--- src/rtl/uart_word_rx.sv ---
// 8N1 UART receiver that packs consecutive bytes, least-significant byte first,
// into a DATA_WIDTH-bit word and strobes each completed word for one cycle.
module uart_word_rx #(
  parameter int CLKS_PER_BIT = 434,
  parameter int DATA_WIDTH   = 32
) (
  input  logic                  Clock,
  input  logic                  Clear,
  input  logic                  RxD,
  output logic [DATA_WIDTH-1:0] Word,
  output logic                  Strobe,
  output logic                  FrameErr,
  output logic                  Busy
);

  localparam int BYTES = DATA_WIDTH / 8;
  localparam int CW    = $clog2(CLKS_PER_BIT);
  localparam int BW    = (BYTES > 1) ? $clog2(BYTES) : 1;
  localparam logic [CW-1:0] CNT_LAST  = CW'(CLKS_PER_BIT - 1);
  localparam logic [CW-1:0] CNT_HALF  = CW'(CLKS_PER_BIT / 2 - 1);
  localparam logic [BW-1:0] BYTE_LAST = BW'(BYTES - 1);

  typedef enum logic [2:0] {
    ST_IDLE  = 3'd0,
    ST_START = 3'd1,
    ST_DATA  = 3'd2,
    ST_STOP  = 3'd3,
    ST_BREAK = 3'd4
  } state_t;

  logic [1:0]            sync_r;
  logic                  rx_s;
  state_t                state_r;
  state_t                state_nx_s;
  logic [CW-1:0]         bit_cnt_r;
  logic [2:0]            bit_idx_r;
  logic [7:0]            shift_r;
  logic [BW-1:0]         byte_cnt_r;
  logic [DATA_WIDTH-1:0] word_acc_r;
  logic [DATA_WIDTH-1:0] acc_nx_s;
  logic                  half_s;
  logic                  last_s;
  logic                  data_smp_s;
  logic                  byte_ok_s;
  logic                  word_done_s;
  logic                  frame_bad_s;

  assign rx_s   = sync_r[1];
  assign half_s = (bit_cnt_r == CNT_HALF);
  assign last_s = (bit_cnt_r == CNT_LAST);

  // Two-flop synchronizer; idles high so Clear never fakes a start bit.
  always_ff @(posedge Clock) begin
    if (Clear) begin
      sync_r <= 2'b11;
    end else begin
      sync_r <= {sync_r[0], RxD};
    end
  end

  // State register.
  always_ff @(posedge Clock) begin
    if (Clear) begin
      state_r <= ST_IDLE;
    end else begin
      state_r <= state_nx_s;
    end
  end

  // Next-state logic; STOP leaves at mid-bit so a following start edge is caught.
  always_comb begin
    state_nx_s = state_r;
    case (state_r)
      ST_IDLE: begin
        if (!rx_s) state_nx_s = ST_START;
        else       state_nx_s = ST_IDLE;
      end
      ST_START: begin
        if (half_s) state_nx_s = rx_s ? ST_IDLE : ST_DATA;
        else        state_nx_s = ST_START;
      end
      ST_DATA: begin
        if (last_s && (bit_idx_r == 3'd7)) state_nx_s = ST_STOP;
        else                               state_nx_s = ST_DATA;
      end
      ST_STOP: begin
        if (last_s) state_nx_s = rx_s ? ST_IDLE : ST_BREAK;
        else        state_nx_s = ST_STOP;
      end
      ST_BREAK: begin
        if (rx_s) state_nx_s = ST_IDLE;
        else      state_nx_s = ST_BREAK;
      end
      default: state_nx_s = ST_IDLE;
    endcase
  end

  // Output decode: sampling events and the accumulator with the current byte merged in.
  always_comb begin
    data_smp_s  = 1'b0;
    byte_ok_s   = 1'b0;
    frame_bad_s = 1'b0;
    word_done_s = 1'b0;
    acc_nx_s    = word_acc_r;
    acc_nx_s[{byte_cnt_r, 3'b000} +: 8] = shift_r;
    case (state_r)
      ST_DATA: begin
        data_smp_s = last_s;
      end
      ST_STOP: begin
        byte_ok_s   = last_s & rx_s;
        frame_bad_s = last_s & ~rx_s;
        word_done_s = last_s & rx_s & (byte_cnt_r == BYTE_LAST);
      end
      default: begin
        data_smp_s = 1'b0;
      end
    endcase
  end

  // Per-bit timing counter, restarted on every state change.
  always_ff @(posedge Clock) begin
    if (Clear) begin
      bit_cnt_r <= {CW{1'b0}};
    end else if ((state_nx_s != state_r) || last_s) begin
      bit_cnt_r <= {CW{1'b0}};
    end else begin
      bit_cnt_r <= bit_cnt_r + {{(CW-1){1'b0}}, 1'b1};
    end
  end

  // Data bit capture; the index wraps back to 0 after bit 7.
  always_ff @(posedge Clock) begin
    if (Clear) begin
      bit_idx_r <= 3'd0;
      shift_r   <= 8'h00;
    end else if (data_smp_s) begin
      bit_idx_r          <= bit_idx_r + 3'd1;
      shift_r[bit_idx_r] <= rx_s;
    end else begin
      bit_idx_r <= bit_idx_r;
      shift_r   <= shift_r;
    end
  end

  // Word assembly; a framing error throws away the partial word.
  always_ff @(posedge Clock) begin
    if (Clear || frame_bad_s) begin
      byte_cnt_r <= {BW{1'b0}};
      word_acc_r <= {DATA_WIDTH{1'b0}};
    end else if (word_done_s) begin
      byte_cnt_r <= {BW{1'b0}};
      word_acc_r <= acc_nx_s;
    end else if (byte_ok_s) begin
      byte_cnt_r <= byte_cnt_r + {{(BW-1){1'b0}}, 1'b1};
      word_acc_r <= acc_nx_s;
    end else begin
      byte_cnt_r <= byte_cnt_r;
      word_acc_r <= word_acc_r;
    end
  end

  // Registered outputs; Busy follows the state being entered.
  always_ff @(posedge Clock) begin
    if (Clear) begin
      Word     <= {DATA_WIDTH{1'b0}};
      Strobe   <= 1'b0;
      FrameErr <= 1'b0;
      Busy     <= 1'b0;
    end else begin
      Word     <= word_done_s ? acc_nx_s : Word;
      Strobe   <= word_done_s;
      FrameErr <= frame_bad_s;
      Busy     <= (state_nx_s != ST_IDLE);
    end
  end

endmodule
--- config.mk ---
export PLATFORM = sky130hd
export DESIGN_NAME = uart_word_rx
export DESIGN_NICKNAME = d
export VERILOG_FILES = /design/src/rtl/uart_word_rx.sv
export SDC_FILE = /design/constraint.sdc
export NUM_CORES = 1
export LEC_CHECK = 0
export BUFFER_PORTS_ARGS = -buffer_cell sky130_fd_sc_hd__buf_2
export CAP_MARGIN = 5
export CORE_MARGIN = 2
export CORE_UTILIZATION = 59
export CTS_CLUSTER_DIAMETER = 80
export CTS_CLUSTER_SIZE = 8
export DETAILED_ROUTE_END_ITERATION = 12
export PLACE_DENSITY = 0.82
export SYNTH_ARGS = -nofsm -noshare
export SYNTH_HDL_FRONTEND = slang
export SYNTH_SLANG_ARGS = --single-unit
--- constraint.sdc ---
create_clock -name Clock -period 2.35 [get_ports Clock]
set_input_delay 0.235 -clock Clock [delete_from_list [all_inputs] [get_ports Clock]]
set_output_delay 0.235 -clock Clock [all_outputs]
set_load 0.1 [all_outputs]
==> metrics.yaml, run 1 <==
status: "finished, final reports clean"
synthMostInstantiatedCell: "dfxtp_1"
setup_tns_ns: 0
met3_routed_wirelength_um: 249
critical_path_class: "reg -> reg"
seq_power_share_pct: 58.4
min_period_over_period_pct: 88.1
post_synth_inst_count: 449
worstMarginPinSlew_ns: 0.678
design.portCount: 38
clkTransAtPathRegs_ns: 0.09
synth-warning-count: 0
hold_path.startpoint: "RxD"
grt_setup_unrepaired: "no"
rows: 30
ir_worst_vdd_mv: 0.410
netlist_top_cells_count: "94 x dfxtp_1, 75 x nor2_1, 39 x a21oi_1"
post-cts-setup-buffer-count: 0
grt_pass1_vias: 3010
detailed_place_hpwl_um: 5630
clkPwrFrac_pct: 38.9
cts_resized: 0
core_um2: 6830
internal_power_mw: 2.14
crit_path_launch_type: "register"
reg_to_reg_critical_path_endpoint: "word_acc_r[20]"
reg2reg_from: "byte_cnt_r[0]"
critPathTopFamily: "flip-flops"
finalClockSkew_ns: 0.00875
timing.critical_path.cells: "inv_1 -> ha_1 -> nor4bb_1 -> buf_4 -> a21oi_1 -> a211oi_1"
dr.pass1.iters: 4
route.detailed.wl_per_inst_um: 15.1
synth_area_um2: 4210
largest_net_degree_at_the_start_of_global_routing: 67
topRoutingLayerUsed: "met4"
detail-route-antenna-nets: 0
hp-class: "in -> reg"
post-synth-top-area-fraction_pct: 44.7
sequential_area_share_after_synthesis_pct: 44.7
worstPathBufferInverterCount: 2
synthDominantAreaCellType: "dfxtp_1"
synth-edff-count: 0
cp-startpoint: "byte_cnt_r[0]"
die-width_um: 88.4
syn-num-nets: 463
leakage_nw: 1.67
achievable-frequency_mhz: 483
cpPeakStageDelay_ns: 0.49
netSwitchingPower_mw: 0.621
cts_hold_buf: 0
antenna_found_initial: 0
relSlewSlack_pct: 54.7
drt_first_iter_violations: 195
routed_wire_length_on_met2_um: 4300
postSynth.asyncResetShare_pct: 0
die-height_um: 88.4
flow.area_growth_from_synthesis_pct: 10.6
critical_path_required_ns: 2.62
clock_latency_on_the_worst_skew_pair_ns: 0.36
p_sw_share_pct: 22.5
power_per_cell_area_nw_per_um2: 592
synth-main-ff-cell: "dfxtp_1"
cp.arrival_ns: 2.34
hold_path_end: "sync_r[0]"
critical_path_end_type: "register"
cp_slowest_cell: "dfxtp_1"
clock_path_buffers: 2
report.final.setup_viol: 0
drive_above_1_share_pct: 20.7
tritoncts: "done"
max_cap_viol_count: 0
timing.reg2reg.setup_slack_ns: 0.28
critical_path_cell_count: 6
synth_top_cells_by_area: "dfxtp_1 45%, a211oi_2 8.6%, nor2_1 6.7%"
final_period_minus_worst_setup_slack_ns: 2.07
remaining_routing_drc_violations: 0
gpl.final_weighted_congestion: 0.898
grt_first_pass_wirelength_um: 14400
floorplan.die_area_um2: 7820
rr_worst_depth: 6
synth.ff_latch_count: 94
post_synth.cell_area_avg_um2: 9.37
detailroute.via_count: 3274
numCtsBuffers: 9
clock_sink_count: 94
timing.critical_path.fanout_max: 8
globalRouteTotalUtil_pct: 23.3
route.final.wire_length_um: 8690
min_delay_path_depth: 2
power.combinational.fraction_pct: 2.8
vias_per_cell: 5.69
fill_cells: 578
ctsRootBufferMaster: "clkbuf_8"
fin_util_pct: 68.1
finalMaxSlewViolations: 0
maximum_level_of_the_cts_h_tree: 3
io_buffers: 37
initial_core_utilization_pct: 61.6
timing_hold_violations_final: 0
grt_ovf: 0
diodes: 0
length_of_routed_wiring_on_met1_um: 4000
ys_types: 48
layout.nets: 489
==> cells by family after synthesis <==
group | Yosys count | synth area share (%)
and+or+nand+nor | 177 | 22.4
AOI/OAI and AO/OA | 113 | 21.4
DFF | 94 | 44.7
buffers and inverters | 38 | 4.55
adders and majority gates | 11 | 3.27
xor gates and xnor gates | 8 | 1.67
muxes | 8 | 1.90
==> registers in the layout (all words and copies together), names as in the netlist <==
name / flops
bit_cnt_r: 9
shift_r: 8
bit_idx_r: 3
Strobe: 1
byte_cnt_r: 2
FrameErr: 1
word_acc_r: 32
state_r: 3
sync_r: 2
Word: 32
Busy: 1
==> metrics by stage <==
| step | setup slack, ns | total power, mW | hold WS, ns | cells | cell area, um^2 |
|---|---|---|---|---|---|
| floorplan | 0.428 | 1.71 | 0.339 | 449 | 4210 |
| global placement | 0.461 | 1.72 | 0.395 | 560 | 4460 |
| detailed placement | 0.338 | 1.72 | 0.397 | 560 | 4460 |
| CTS | 0.292 | 2.77 | 0.0467 | 575 | 4650 |
| global route | 0.0754 | 2.84 | 0.0561 | 575 | 4650 |
| finish | 0.280 | 2.76 | 0.0529 | 575 | 4650 |
==> layer usage <==
layer  GRT usage [%]  vias to the layer above
met5               0                        -
met4            8.54                        0
met3            2.99                       13
met2            39.5                       55
met1            30.6                     1552
li1                -                     1654
==> cell usage in the layout, fill, tap and decap left out, types with 2 or more instances in the layout <==
cell type	n
ha_1	11
nor3b_1	2
clkinvlp_4	2
dfxtp_1	94
nor4b_1	3
buf_2	37
nand4_1	5
nor2b_1	32
a21oi_1	39
clkbuf_8	10
a211oi_1	37
xnor2_1	6
nand4b_1	3
nor4bb_1	2
nand2_1	19
or2_2	2
buf_12	2
xor2_1	2
buf_4	7
nor3_1	13
nor4_1	2
nand3_1	5
inv_1	7
nor4_4	2
and4b_1	2
nor2_1	75
a211oi_2	29
mux2i_1	8
==> power groups by stage <==
stage                     registers, mW  logic [mW]  clock network [mW]
after floorplan                    1.65      0.0569                   0
after global placement             1.65      0.0738                   0
after detailed placement           1.65      0.0759                   0
after CTS                          1.61      0.0762                1.09
after global routing               1.61      0.0842                1.15
final                              1.61      0.0758                1.07
==> worst max path at each step <==
stage / endpoint / slack (ns)
after CTS: word_acc_r[20] / 0.29
after floorplan: word_acc_r[0] / 0.43
final: word_acc_r[20] / 0.28
after detailed placement: Word[17] / 0.34
after global placement: bit_cnt_r[3] / 0.46
after global routing: bit_cnt_r[8] / 0.08
==> final cells by class <==
class	instances	area (um^2)	share of cell area, %
clock inverters	5	58.8	1.26
multi-input cells	317	2150	46.2
flip-flops and latches	94	1880	40.4
repair buffers	46	278	5.97
clock buffers	10	138	2.96
inverters	7	26.3	0.565
well taps	96	120	2.58
Power figures use the tool's default switching activity.
==> inputs of run 2 (changes only) <==
ABC_AREA = 1   (was not set)
==> run 2 against run 1 <==
Effect of this change: hold slack worse by 0.0063 ns; count of clock-buffer cells in the layout unchanged; clock power up 19%; clock skew up 0.0014 ns; worst setup slack better by 0.087 ns; final area up 1.6%; sequential share of layout area down 0.65 points; critical path type unchanged; highest routed layer unchanged.
==> metrics.yaml, run 2 <==
min_period_over_period_pct: 84.4
gpl.final_weighted_congestion: 0.846
timing_hold_violations_final: 0
post-synth-top-area-fraction_pct: 44.6
achievable-frequency_mhz: 504
clock_path_buffers: 2
route.detailed.wl_per_inst_um: 13.6
fin_util_pct: 68.9
post_dp_cell_area_um2: 4490
synth_area_um2: 4220
critical_path_end_type: "register"
reg2reg_from: "bit_cnt_r[0]"
vias_per_cell: 5.34
cts_hold_buf: 0
crit_path_launch_type: "register"
design.portCount: 38
globalRouteTotalUtil_pct: 26.5
syn-num-nets: 593
synth.ff_latch_count: 94
final_period_minus_worst_setup_slack_ns: 1.98
synth-edff-count: 0
final_design_area_no_fill_um2: 4730
max_cap_viol_count: 0
rows: 30
antenna_found_initial: 0
initial_core_utilization_pct: 61.4
cp.arrival_ns: 2.29
cp-startpoint: "bit_cnt_r[0]"
floorplan.die_area_um2: 7840
drt_first_iter_violations: 285
synth-warning-count: 0
diodes: 0
cts_resized: 0
grt_pass1_vias: 3495
post-cts-setup-buffer-count: 0
ys_types: 31
layout.nets: 630
clkTransAtPathRegs_ns: 0.09
maximum_level_of_the_cts_h_tree: 3
detail-route-antenna-nets: 0
grt_setup_unrepaired: "no"
synth_top_cells_by_area: "dfxtp_1 45%, nor2_1 8.7%, nand2_1 7.8%"
netlist_top_cells_count: "98 x nor2_1, 94 x dfxtp_1, 88 x nand2_1"
post_synth.cell_area_avg_um2: 7.28
core_um2: 6870
ir_worst_vdd_mv: 0.337
status: "finished, final reports clean"
io_buffers: 37
layout_commonest_cell: "nor2_1"
finalMaxSlewViolations: 0
report.final.setup_viol: 0
critical_path_class: "reg -> reg"
post_synth_inst_count: 579
sequential_area_share_after_synthesis_pct: 44.6
tritoncts: "done"
postSynth.asyncResetShare_pct: 0
relSlewSlack_pct: 67.6
timing.critical_path.fanout_max: 15
mostFrequentLayoutCells: "98 x nor2_1, 94 x dfxtp_1, 88 x nand2_1"
clock_latency_on_the_worst_skew_pair_ns: 0.37
flow.area_growth_from_synthesis_pct: 12.2
hp-class: "in -> reg"
largest_net_degree_at_the_start_of_global_routing: 34
worstMarginPinSlew_ns: 0.490
hold_path.startpoint: "RxD"
numCtsBuffers: 9
critical_path_required_ns: 2.66
grt_ovf: 0
leakage_nw: 2.11
route.final.wire_length_um: 9770
synth-main-ff-cell: "dfxtp_1"
drive_above_1_share_pct: 12.1
setup_tns_ns: 0
synthMostInstantiatedCell: "nor2_1"
top_regs: "Word (32), word_acc_r (32), bit_cnt_r (9)"
ctsRootBufferMaster: "clkbuf_8"
detailroute.via_count: 3828
finalClockSkew_ns: 0.0102
synthDominantAreaCellType: "dfxtp_1"
die-height_um: 88.5
dr.pass1.iters: 5
power_per_cell_area_nw_per_um2: 626
clock_sink_count: 94
grt_first_pass_wirelength_um: 16200
detailed_place_hpwl_um: 6610
remaining_routing_drc_violations: 0
fill_cells: 598
die-width_um: 88.5
==> run 2: cell types whose count changed after synthesis, moves of 22 or more <==
cell / delta
nor2_1: +23
nor2b_1: -32
nand2_1: +69
a21oi_1: -22
a211oi_1: -37
inv_1: +67
o21ai_0: +59
a211oi_2: -29
==> run 2: cell families after synthesis <==
logic type / count (synthesis) / synth area share (%)
simple gates: 261 / 27.2
compound gates: 105 / 13.7
buf+inv: 101 / 9.79
flops: 94 / 44.6
fa+ha+maj: 11 / 3.26
xor+xnor: 7 / 1.45
==> run 2: layer usage <==
layer | GRT usage [%] | wire (um)
met3 | 4.29 | 563
met2 | 41.2 | 4520
met1 | 36.2 | 4450
met5 | 0 | 0
met4 | 12.5 | 235
==> run 2: final cells by class <==
type                    count  area [um^2]  area share (%)
multi-input cells         384         1920            40.6
flip-flops and latches     94         1880            39.8
inverters                  78          293            6.19
repair buffers             49          275            5.82
clock buffers              10          128            2.70
well taps                  96          120            2.54
clock inverters             6          110            2.33
==> run 2: metrics by stage <==
stage                     std cells  total power, mW  hold WS [ns]  worst slack (ns)
after floorplan                 579             1.70         0.339             0.390
after global placement          701             1.72         0.408             0.573
after detailed placement        701             1.73         0.397             0.429
after CTS                       717             2.96        0.0509             0.380
after global routing            717             3.04        0.0542             0.211
final                           717             2.96        0.0466             0.367
==> run 2: power by group <==
group / switching [mW] / leakage (nW) / total [mW] / internal [mW]
Clock: 0.564 / 0.112 / 1.27 / 0.705
Combinational: 0.0589 / 1.24 / 0.0842 / 0.0253
Sequential: 0.0100 / 0.758 / 1.61 / 1.60
==> run 2: path summary, 6_finish.rpt <==
kind	endpoint	slack, ns	cells past startpoint
worst max-delay path	word_acc_r[15]	0.37	10
worst min-delay path	sync_r[0]	0.05	2
worst max register to register	word_acc_r[15]	0.37	10
worst min register to register	sync_r[1]	0.44	1
==> run 2: critical path, stage by stage, from the launching register on <==
cell and delay [ns]:
dfxtp_1 0.41, ha_1 0.17, nand2_1 0.08, nor2_2 0.13, nand2_2 0.13, inv_1 0.10, nand3_1 0.08, inv_1 0.35
buf_4 0.26, o21ai_0 0.10, nor2_1 0.10
==> inputs of run 3 (changes only) <==
clock period = 2 ns   (was 2.35 ns; I/O delays follow)
==> run 3 against run 2 <==
Effect of this change: register-to-register slack got worse by 0.14 ns; non-clock buffer count rose by 1; sequential share of layout area rose by 0.32 points; via count fell by 0.50%; critical path depth fell by 1; final area fell by 0.79%; core utilization fell by 0.55 points; first-iteration DRC count fell by 14%; worst setup slack got worse by 0.14 ns; clock power fell by 4%; wire length fell by 5.8%; count of clock-buffer cells in the layout did not move; highest routed layer unchanged.
==> metrics.yaml, run 3 (synthesized netlist as in run 2, its figures left out) <==
hold_path.startpoint: "RxD"
vias_per_cell: 5.31
worstMarginPinSlew_ns: 0.487
setup_tns_ns: 0
finalMaxSlewViolations: 0
mostFrequentLayoutCells: "98 x nor2_1, 94 x dfxtp_1, 88 x nand2_1"
status: "finished, final reports clean"
power_per_cell_area_nw_per_um2: 683
min_delay_path_depth: 2
report.final.setup_viol: 0
cp-startpoint: "bit_cnt_r[0]"
cp_slowest_cell: "dfxtp_1"
max_cap_viol_count: 0
antenna_found_initial: 0
multi_input_comb_area_um2: 1930
grt_setup_unrepaired: "no"
hold_path_end: "sync_r[0]"
p_total_mw: 3.21
drt_first_iter_violations: 244
gpl.final_weighted_congestion: 0.904
layout.nets: 631
relSlewSlack_pct: 67.7
rows: 30
hp-class: "in -> reg"
worstPathBufferInverterCount: 1
ir_worst_vdd_mv: 0.538
grt_pass1_vias: 3288
diodes: 0
cpPeakStageDelay_ns: 0.40
tritoncts: "done"
clock_path_buffers: 2
clock_latency_on_the_worst_skew_pair_ns: 0.36
globalRouteTotalUtil_pct: 24.7
largest_net_degree_at_the_start_of_global_routing: 38
reg_to_reg_critical_path_endpoint: "Word[9]"
flow.area_growth_from_synthesis_pct: 11.3
route.final.wire_length_um: 9200
clock_sink_count: 94
reg2reg_from: "bit_cnt_r[0]"
timing.critical_path.fanout_max: 37
ctsRootBufferMaster: "clkbuf_8"
critPathTopFamily: "simple AND/OR/NAND/NOR gates"
route.detailed.wl_per_inst_um: 12.8
remaining_routing_drc_violations: 0
critical_path_required_ns: 2.27
critical_path_class: "reg -> reg"
dr.pass1.iters: 5
numCtsBuffers: 9
clkTransAtPathRegs_ns: 0.08
timing.reg2reg.setup_slack_ns: 0.23
seqCellArea_um2: 1880
leakage_nw: 2.11
detailed_place_hpwl_um: 6380
die-width_um: 88.5
timing.critical_path.cells: "ha_1 -> nand2_1 -> nor2_2 -> nand2_2 -> nor3_4 -> nand2_2 -> buf_4 -> nand2_1 -> nor3b_1"
timing_hold_violations_final: 0
grt_first_pass_wirelength_um: 15200
min_period_over_period_pct: 88.5
cp.arrival_ns: 2.04
post-cts-setup-buffer-count: 0
grt_ovf: 0
layout_commonest_cell: "nor2_1"
finalClockSkew_ns: 0.00578
detail-route-antenna-nets: 0
initial_core_utilization_pct: 61.4
io_buffers: 37
whs_ns: 0.0165
fill_cells: 586
final_period_minus_worst_setup_slack_ns: 1.77
detailroute.via_count: 3809
core_um2: 6870
floorplan.die_area_um2: 7840
design.portCount: 38
achievable-frequency_mhz: 565
top_regs: "Word (32), word_acc_r (32), bit_cnt_r (9)"
maximum_level_of_the_cts_h_tree: 3
crit_path_launch_type: "register"
critical_path_end_type: "register"
drive_above_1_share_pct: 12.4
rr_worst_depth: 9
die-height_um: 88.5
[run 3: changes by cell type in the layout (fill, tap and decap cells not counted), sizes merged]
cell,before,now
clkinvlp,2,0
buf,49,50
clkinv,2,5
bufinv,3,1
[run 3: metal layers]
metal | global-route usage, % | share of wire [%] | up-vias
met4 | 9.92 | 1.6 | 0
met3 | 3.36 | 6.1 | 13
li1 | - | - | 1926
met1 | 33.3 | 47 | 1736
met5 | 0 | 0 | -
met2 | 40.3 | 46 | 134
[run 3: where the power goes]
group	internal, mW	total [mW]	switching (mW)
clock network	0.596	1.22	0.622
registers	1.88	1.89	0.00821
logic	0.0307	0.0997	0.0690
total	2.51	3.21	0.699
[run 3: how the worst max path moves through the flow]
stage / to / slack, ns / cells after the start
6_report: Word[9] / 0.23 / 9
3_3_place_gp: Word[5] / 0.30 / 10
5_1_grt: Word[12] / 0.04 / 9
3_5_place_dp: Word[6] / 0.20 / 10
4_1_cts: Word[6] / 0.17 / 10
2_1_floorplan: word_acc_r[5] / 0.04 / 8
[run 3: cell type report]
| type | instances | share of cell area [%] |
|---|---|---|
| Sequential cell | 94 | 40.1 |
| Clock inverter | 5 | 1.07 |
| Clock buffer | 10 | 2.93 |
| Inverter | 78 | 6.24 |
| Multi-Input combinational cell | 384 | 41.1 |
| Tap cell | 96 | 2.56 |
| Timing Repair Buffer | 50 | 6.03 |
[run 3: metrics by stage]
stage / instance area, um^2 / instances / worst slack, ns / utilization (%)
3_5_place_dp: 4500 / 702 / 0.204 / 65.5
2_1_floorplan: 4220 / 579 / 0.0396 / -
4_1_cts: 4690 / 717 / 0.172 / 68.2
6_report: 4690 / 717 / 0.230 / 68.3
5_1_grt: 4690 / 717 / 0.0360 / 68.3
3_3_place_gp: 4500 / 702 / 0.302 / 65.5
[run 3: timing repair]
item,CTS,global route
hold buffers,0,0
gates resized for setup,0,2
endpoints found under the setup margin,0,5
